===== src/rtl/alu_sequencer_pkg.sv =====
// Shared encodings for the multi-cycle multiply/divide sequencer.
// Latency: n/a (constants, types and one helper only).
// Backpressure: n/a.
package aluSeqPkg;

   // FSM state encoding
   localparam logic [1:0] ST_IDLE = 2'b00;
   localparam logic [1:0] ST_RUN  = 2'b01;
   localparam logic [1:0] ST_DONE = 2'b10;

   // opSel encodings as presented by decode
   localparam logic [1:0] OP_MUL   = 2'b00;
   localparam logic [1:0] OP_MULHU = 2'b01;
   localparam logic [1:0] OP_DIVU  = 2'b10;
   localparam logic [1:0] OP_REMU  = 2'b11;

   // One iteration per operand bit
   localparam int         ITER_COUNT = 32;
   localparam logic [4:0] LAST_ITER  = 5'(ITER_COUNT - 1);

   // ALU operand-2 mux select for "register operand"
   localparam logic [1:0] INPUT2_REG = 2'b00;

   typedef logic [1:0] op_t;

   // Operation captured on accept
   typedef struct packed {
      op_t         op;
      logic [31:0] a;
      logic [31:0] b;
   } op_req_t;

   // Both multiply flavours share the shift-add datapath
   function automatic logic is_mul(input op_t op);
      return !op[1];
   endfunction

endpackage


===== src/rtl/alu_sequencer_if.sv =====
// Decode-stage <-> sequencer bundle: op handshake, operands, pipeline control, result.
// Latency: n/a (wires only).
// Backpressure: startReady from the sequencer gates acceptance of startValid.
interface alu_sequencer_if;
   logic        startValid;
   logic        startReady;
   logic [1:0]  opSel;
   logic [31:0] operandA;
   logic [31:0] operandB;
   logic [1:0]  input2SelectIn;
   logic [1:0]  input2Select;
   logic        flush;
   logic        stallPipeline;
   logic        resultValid;
   logic [31:0] result;
   logic        busy;

   // Decode/pipeline side
   modport master (
      output startValid, opSel, operandA, operandB, input2SelectIn, flush,
      input  startReady, input2Select, stallPipeline, resultValid, result, busy
   );

   // Sequencer side
   modport slave (
      input  startValid, opSel, operandA, operandB, input2SelectIn, flush,
      output startReady, input2Select, stallPipeline, resultValid, result, busy
   );
endinterface


===== src/rtl/alu_sequencer_mul_div_step.sv =====
// One radix-2 iteration: shift-add multiply or restoring shift-subtract divide.
// Latency: combinational.
// Backpressure: none; the caller decides when to register the outputs.
module mulDivStep
   import aluSeqPkg::*;
(
   input  op_t         op,
   input  logic [31:0] operand_a,   // multiplicand
   input  logic [31:0] operand_b,   // divisor
   input  logic [63:0] acc_in,      // mul: {partial hi, multiplier}; div: {unused, dividend/quotient}
   input  logic [32:0] rem_in,      // div partial remainder
   output logic [63:0] acc_out,
   output logic [32:0] rem_out
);

   logic [32:0] add_sum;
   logic [33:0] rem_shift;
   logic [33:0] rem_diff;

   // Select between the multiply and divide recurrences
   always_comb begin
      // multiply: add multiplicand into the high half when the current multiplier bit is set
      add_sum   = {1'b0, acc_in[63:32]} + (acc_in[0] ? {1'b0, operand_a} : 33'd0);
      // divide: bring the next dividend bit into the remainder; bit 33 of the diff is the borrow
      rem_shift = {rem_in, acc_in[31]};
      rem_diff  = rem_shift - {2'b00, operand_b};
      acc_out   = acc_in;
      rem_out   = rem_in;
      if (is_mul(op)) begin
         acc_out = {add_sum, acc_in[31:1]};
      end else if (rem_diff[33]) begin
         // divisor does not fit: restore, quotient bit 0
         rem_out = rem_shift[32:0];
         acc_out = {acc_in[63:32], acc_in[30:0], 1'b0};
      end else begin
         rem_out = rem_diff[32:0];
         acc_out = {acc_in[63:32], acc_in[30:0], 1'b1};
      end
   end

endmodule


===== src/rtl/alu_sequencer.sv =====
// Multi-cycle unsigned MUL/MULHU/DIVU/REMU sequencer with IDLE/RUN/DONE FSM.
// Latency: resultValid in the 33rd cycle after the accept cycle; back-to-back accepts 34 cycles apart.
// Backpressure: startReady only in IDLE without flush; stallPipeline holds the front end while running.
module alu_sequencer
   import aluSeqPkg::*;
(
   input  logic           clk,
   input  logic           reset,
   alu_sequencer_if.slave bus
);

   logic [1:0]  state;
   logic [4:0]  iter;
   op_req_t     req;
   logic [63:0] acc;
   logic [32:0] rem;
   logic [63:0] acc_step;
   logic [32:0] rem_step;
   logic [31:0] result_q;
   logic [31:0] done_value;
   logic        accept;
   logic        done_ok;

   assign bus.startReady = (state == ST_IDLE) & !bus.flush;
   assign accept         = bus.startValid & bus.startReady;
   assign bus.busy       = (state != ST_IDLE);
   // reset is gated in so the front end is released immediately on async reset
   assign bus.stallPipeline = !reset & ((state == ST_RUN) |
                                        ((state == ST_IDLE) & bus.startValid & !bus.flush));
   assign bus.input2Select  = bus.busy ? INPUT2_REG : bus.input2SelectIn;

   // a flush in DONE swallows the result
   assign done_ok         = (state == ST_DONE) & !bus.flush;
   assign bus.resultValid = done_ok;
   assign bus.result      = done_ok ? done_value : result_q;

   mulDivStep u_step (
      .op        (req.op),
      .operand_a (req.a),
      .operand_b (req.b),
      .acc_in    (acc),
      .rem_in    (rem),
      .acc_out   (acc_step),
      .rem_out   (rem_step)
   );

   // Final value picked from the accumulator or remainder by operation
   always_comb begin
      done_value = acc[31:0];
      case (req.op)
         OP_MULHU: done_value = acc[63:32];
         OP_REMU:  done_value = rem[31:0];
         default:  done_value = acc[31:0];
      endcase
   end

   // FSM and iteration counter
   always_ff @(posedge clk or posedge reset) begin
      if (reset) begin
         state <= ST_IDLE;
         iter  <= '0;
      end else begin
         case (state)
            ST_IDLE: begin
               if (accept) begin
                  state <= ST_RUN;
                  iter  <= '0;
               end
            end
            ST_RUN: begin
               if (bus.flush) begin
                  state <= ST_IDLE;
               end else begin
                  iter <= iter + 5'd1;
                  if (iter == LAST_ITER) begin
                     state <= ST_DONE;
                  end
               end
            end
            ST_DONE: state <= ST_IDLE;
            default: state <= ST_IDLE;
         endcase
      end
   end

   // Operand capture, per-cycle iteration and result retirement
   always_ff @(posedge clk or posedge reset) begin
      if (reset) begin
         req      <= '0;
         acc      <= '0;
         rem      <= '0;
         result_q <= '0;
      end else begin
         if (accept) begin
            req <= '{op: bus.opSel, a: bus.operandA, b: bus.operandB};
            // multiply starts with the multiplier in the low half, divide with the dividend
            acc <= is_mul(bus.opSel) ? {32'd0, bus.operandB} : {32'd0, bus.operandA};
            rem <= '0;
         end else if ((state == ST_RUN) && !bus.flush) begin
            acc <= acc_step;
            rem <= rem_step;
         end
         if (done_ok) begin
            result_q <= done_value;
         end
      end
   end

endmodule


===== src/flat_wrapper.sv =====
// flat-port wrapper written by rule: the top's interface ports become plain ports
module alu_sequencer_flat import aluSeqPkg::*;
  (clk, reset, bus_startValid, bus_opSel, bus_operandA, bus_operandB, bus_input2SelectIn, bus_flush, bus_startReady, bus_input2Select, bus_stallPipeline, bus_resultValid, bus_result, bus_busy);
  alu_sequencer_if bus_i ();
  input  logic clk;
  input  logic reset;
  input wire logic [$bits(bus_i.startValid)-1:0] bus_startValid;
  input wire logic [$bits(bus_i.opSel)-1:0] bus_opSel;
  input wire logic [$bits(bus_i.operandA)-1:0] bus_operandA;
  input wire logic [$bits(bus_i.operandB)-1:0] bus_operandB;
  input wire logic [$bits(bus_i.input2SelectIn)-1:0] bus_input2SelectIn;
  input wire logic [$bits(bus_i.flush)-1:0] bus_flush;
  output wire logic [$bits(bus_i.startReady)-1:0] bus_startReady;
  output wire logic [$bits(bus_i.input2Select)-1:0] bus_input2Select;
  output wire logic [$bits(bus_i.stallPipeline)-1:0] bus_stallPipeline;
  output wire logic [$bits(bus_i.resultValid)-1:0] bus_resultValid;
  output wire logic [$bits(bus_i.result)-1:0] bus_result;
  output wire logic [$bits(bus_i.busy)-1:0] bus_busy;
  assign bus_i.startValid = bus_startValid;
  assign bus_i.opSel = bus_opSel;
  assign bus_i.operandA = bus_operandA;
  assign bus_i.operandB = bus_operandB;
  assign bus_i.input2SelectIn = bus_input2SelectIn;
  assign bus_i.flush = bus_flush;
  assign bus_startReady = bus_i.startReady;
  assign bus_input2Select = bus_i.input2Select;
  assign bus_stallPipeline = bus_i.stallPipeline;
  assign bus_resultValid = bus_i.resultValid;
  assign bus_result = bus_i.result;
  assign bus_busy = bus_i.busy;
  alu_sequencer u_core (.clk(clk), .reset(reset), .bus(bus_i));
endmodule

===== config.mk =====
export PLATFORM = sky130hd
export DESIGN_NAME = alu_sequencer_flat
export DESIGN_NICKNAME = d
export VERILOG_FILES = /design/src/rtl/alu_sequencer_pkg.sv /design/src/rtl/alu_sequencer_if.sv /design/src/rtl/alu_sequencer_mul_div_step.sv /design/src/rtl/alu_sequencer.sv /design/src/flat_wrapper.sv
export SDC_FILE = /design/constraint.sdc
export NUM_CORES = 1
export LEC_CHECK = 0
export CAP_MARGIN = 20
export CORE_MARGIN = 8
export CORE_UTILIZATION = 40
export CTS_BUF_LIST = sky130_fd_sc_hd__clkbuf_16
export DETAILED_ROUTE_END_ITERATION = 10
export GPL_ROUTABILITY_DRIVEN = 0
export PLACE_DENSITY = 0.61
export RECOVER_POWER = 50
export REMOVE_ABC_BUFFERS = 1
export SYNTH_ARGS = -nofsm -noshare
export SYNTH_HDL_FRONTEND = slang
export SYNTH_HIERARCHICAL = 1
export SYNTH_SLANG_ARGS = --single-unit

===== constraint.sdc =====
create_clock -name clk -period 6.88 [get_ports clk]
set_clock_uncertainty 0.2 [all_clocks]
set_input_delay 1.032 -clock clk [delete_from_list [all_inputs] [get_ports clk]]
set_output_delay 1.032 -clock clk [all_outputs]
set_load 0.05 [all_outputs]

# Word-level counts from Yosys, hierarchy flattened
# Cells that the tools add are included.
# op_classes
mux	20
reduce_logical	12
eq_ne	9
bitwise	7
add_sub_neg	3
# op_table
op	n
2-to-1 mux 64 bit	3
2-to-1 mux 33 bit	4
2-to-1 mux 32 bit	3
case mux 32 bit (2 select lines)	1
subtractor 34 x 32 -> 34 bit	1
adder 32 x 33 -> 33 bit	1
2-to-1 mux 5 bit	2
case mux 5 bit (2 select lines)	1
2-to-1 mux 2 bit	4
nonzero test 2 bit	4
AND 1 bit	6
AND reduction 2 bit	3
adder 5 x 1 -> 5 bit, second input constant	1
equality test 5 bit, second input constant	1
equality test 2 x 1 -> 1 bit, second input constant	2
equality test 2 bit, second input constant	2
inequality test 2 bit, second input constant	2
case mux 2 bit (2 select lines)	1
inequality test 3 x 2 -> 1 bit, second input constant	1
AND reduction 3 bit	1
logical NOT 1 bit	2
logical NOT 2 bit	1
inequality test 2 x 1 -> 1 bit, second input constant	1
logical AND 1 bit	1
other kinds (2)	2
# totals
reg_bits	202
wordCells	60

# Depth between registers and ports, before layout
# depth
word_depth	5
depth_mapped	16
mapped_depth_nobuf	14

# By module
# Netlist, hierarchy kept.
# by_module_without_submodules
mod	area_per_inst_um2	n_inst	cells_each
alu_sequencer	8854.7	1	785
mulDivStep	5011.1	1	760

# Worst setup path before layout
# OpenSTA, ideal clock, no wires.
# synth_timing
path_kind	in2out
start	in bus_flush
end	out bus_stallPipeline
required_ps	5648
n_path_buf	3
t_arrival_ps	2707
slack_ps	2941
path_stages	5
path_cell_list	or4b_1 > buf_4 > buf_6 > buf_6 > a21oi_1
# synth_via
elab_chain_cells	4
# synth_rtl
element	line	text
from (decl)	flat_wrapper.sv:12	input wire logic [$bits(bus_i.flush)-1:0] bus_flush;
logical NOT 1 bit	alu_sequencer.sv:29	((state == ST_IDLE) & bus.startValid & !bus.flush));
AND 1 bit	alu_sequencer.sv:29	
bitwise OR 1 bit	alu_sequencer.sv:28	assign bus.stallPipeline = !reset & ((state == ST_RUN) |
AND 1 bit	alu_sequencer.sv:28	
to (decl)	flat_wrapper.sv:15	output wire logic [$bits(bus_i.stallPipeline)-1:0] bus_stallPipeline;
# Every way passes these cells.

# Worst setup path in the final report
# layout_timing
start	in bus_flush
end	out bus_result[7]
# layout_via
elab_chain_cells	3
# layout_rtl
element	line	text
logical NOT 1 bit	alu_sequencer.sv:33	assign done_ok = (state == ST_DONE) & !bus.flush;
AND 1 bit	alu_sequencer.sv:33	
2-to-1 mux 32 bit	--	
to (decl)	flat_wrapper.sv:17	output wire logic [$bits(bus_i.result)-1:0] bus_result;
# Every way passes these cells.

==> key figures <==
STA
  • # setup viols final: 0
  • Hold_ws: between 0.2 and 0.3 ns
  • Least-Margin Pin Slew: approximately 3.6 ns
  • RSZ-0062 raised after global routing: no
  • Min Tclk post-route: approximately 5.5 ns
  • Fin. max-slew vios: ~250
  • Fmax: roughly 180 MHz
  • Slew HR: -142%
  • Final cycle utilization of the critical path: 80.6%
  • Final hold violations: 0

Synthesis
  • Post-Syn Area: around 0.014 mm²
  • Synth Area per Inst: 8.97 µm²
  • Post-synthesis cell type count: 67
  • Cells after Synth: between 1,500 and 2,000
  • Synth area leader: dfrtp_1
  • #FFs+latches synth: between 200 and 250
  • Commonest cells post-synth: dfrtp_1 (202), nand2_1 (184), a21oi_1 (124), nor2_1 (114), mux2_2 (99)
  • Synth top area share: 36.5%
  • Most frequent cell after synthesis: dfrtp_1
  • Synth warn: 6
  • Share of flip-flops with an asynchronous set or reset: 100%
  • Sequential cell area fraction in the yosys report: 36.5%
  • Synth Flop Type: dfrtp_1
  • Area contributors post-synth: dfrtp_1 (36%), mux2_2 (8.0%), ha_1 (6.0%), nand2_1 (5.0%), mux2i_1 (4.8%)
  • EDFF count, synth: 0

Pwr
  • Logic pwr share: 35.2%
  • LEAKAGE: 7.44 nW
  • Sw Ratio: between 30% and 40%
  • Sequential Power Share: a little over a third
  • VDD IR-drop max: ~0.20 mV
  • Cell Int Power: ~2.9 mW
  • Net Switching: ~1.6 mW
  • Total design power: 4.52 mW
  • Clk pwr share: between 20% and 30%
  • P per Cell Area: 283 mW/mm²

Worst setup path
  • Startpoint Class: input pin
  • Crit end category: primary output
  • Slowest-stage cell, CP: or3b_1
  • Data required, critical path: 5.65 ns
  • Largest delay contributor family on the critical path: buffers and inverters
  • CP arrival: 4.31 ns
  • CP bufs+invs: 3
  • Worst-path maximum fanout: 34
  • Crit Path Class: input pin to primary output
  • CP cell instances: dlygate4sd3_1 > or3b_1 > buf_4 > a21o_1 > clkdlybuf4s50_1
  • Largest stage delay on the critical path: roughly 1.1 ns

Placement
  • Post-DP HPWL: roughly 25,000 µm
  • Port bufs: approximately 110

Route
  • ANT nets after route: 0
  • Number of remaining DRC errors: 0
  • Via Count: ~12,000
  • Vias per cell: between 5 and 6
  • Pre-antenna DRT Iters: 7
  • Initial drt markers: approximately 830
  • WL final: about 38,000 µm
  • Avg WL per Cell: roughly 19 µm

GRT
  • First-pass GRT wire length: between 60,000 and 70,000 µm
  • Largest net degree at the start of global routing: ~110
  • Total GRT Usage: a little under a fifth
  • Grt ovf: 0
  • Vias in the first global route: 11,300
  • Initial antenna violation count: 0

Clocking
  • H-Tree Depth: 1
  • Root buf cell: clkbuf_16
  • Hold-fix buffers, CTS: 0
  • Clk buf depth: 3
  • CTS resizes: 0
  • Clock-pin slew on the worst setup and hold paths: approximately 0.05 ns
  • Clock sinks: 202
  • Clk Latency, worst-skew pair: around 0.53 ns
  • Num CTS Buffers: 25
  • CTS tree: yes
  • Post-CTS Setup Bufs: 0

Floorplanning
  • Initial Util: between 40% and 50%
  • Die height: roughly 200 µm
  • DIE AREA: 0.0409 mm²
  • Die W: 202 µm
  • IO Pins: 110
  • # rows: just under 70
  • Core Area: about 0.034 mm²

Cells and area
  • Final nets: 1,730
  • P&R area growth vs syn: 15.2%
  • Layout cells sized above 1: between 10% and 20%
  • Antenna Diode Count: 0

Outcome
  • Failing checks: capacitance limit, slew limit
  • Status: finished, violations left

Min path
  • Worst Hold Class: flip-flop to flip-flop

Job
  • Max Cap Viol: 5
[metal layers]
metal / global-route usage [%] / share of wire, % / wire length [µm]
met2: 29.5 / 45 / 17300
met1: 26.0 / 49 / 18700
met4: 3.86 / 1.9 / 735
met5: 0 / 0 / 0
met3: 2.50 / 4.3 / 1650
[layout make-up]
class | count | area [µm²]
fillers | 3344 | 18400
repair buffers | 125 | 1200
multi-input cells | 1187 | 8130
clock buffers | 25 | 626
well taps | 455 | 569
flip-flops and latches | 202 | 5060
clock inverters | 19 | 186
inverters | 49 | 191
[kinds of logic (layout without fill, tap and decap cells)]
kind of cell / Yosys count / count (layout) / share of synthesized area [%]
adder cells (fa/ha/maj): 68 / 68 / 6.24
AO/OA/AOI/OAI: 453 / 453 / 21.6
multiplexers: 165 / 165 / 12.8
XOR/XNOR: 46 / 46 / 2.91
flip-flops: 202 / 202 / 36.5
AND/OR/NAND/NOR: 455 / 455 / 15.0
buffers and inverters: 156 / 218 / 4.96
[flip-flops by register name (all words and copies together), names as in the netlist]
register and cells:
u_core/iter 5, u_core/acc 64, u_core/result_q 32, u_core/state 2
u_core/req 66, u_core/rem 33
[placed cells by master, fill, tap and decap left out, types with 11 or more instances in the layout]
master,synthesis,layout
o21ai_0,80,80
a21o_1,69,69
xor2_1,19,19
a21oi_1,124,124
nand2_1,184,184
inv_1,49,51
a221o_1,35,35
clkdlybuf4s50_1,0,106
nor3_1,13,13
dfrtp_1,202,200
and2_1,41,40
nor2_1,114,114
clkbuf_16,0,25
nand2b_1,11,11
xnor2_1,27,27
a31oi_1,31,31
nand3_1,40,40
buf_4,1,11
mux2i_1,66,66
ha_1,66,66
mux2_2,99,99
a211oi_1,41,41
[per-stage QoR]
stage / cells / TNS, ns / setup slack, ns / utilization, % / cell area, µm²
floorplan: 1438 / -19.40 / -0.405 / - / 13400
global placement: 2018 / 0 / 1.71 / 44.2 / 15200
detailed placement: 2018 / 0 / 1.63 / 44.2 / 15200
CTS: 2062 / 0 / 1.63 / 46.5 / 16000
global route: 2062 / 0 / 1.05 / 46.5 / 16000
finish: 2062 / 0 / 1.33 / 46.5 / 16000
[worst paths after layout]
check / start / slack (ns) / depth (start not counted) / to
setup / recovery: bus_flush / 1.33 / 5 / bus_result[7]
hold / removal: u_core/result_q[29] / 0.27 / 1 / u_core/result_q[29]
setup reg to reg: u_core/acc[0] / 2.06 / 14 / u_core/acc[61]
hold reg to reg: u_core/result_q[29] / 0.27 / 1 / u_core/result_q[29]
max in group asynchronous: reset / 2.20 / 3 / u_core/req[14]
min in group asynchronous: reset / 0.98 / 2 / u_core/iter[3]
[power by group through the flow]
stage / Sequential, mW / Clock [mW] / Combinational [mW]
global placement: 1.61 / 0 / 1.56
detailed placement: 1.62 / 0 / 1.58
floorplan: 1.58 / 0 / 1.20
finish: 1.60 / 1.34 / 1.59
global route: 1.63 / 1.42 / 1.78
CTS: 1.60 / 1.37 / 1.59
Power figures use the tool's default switching activity.
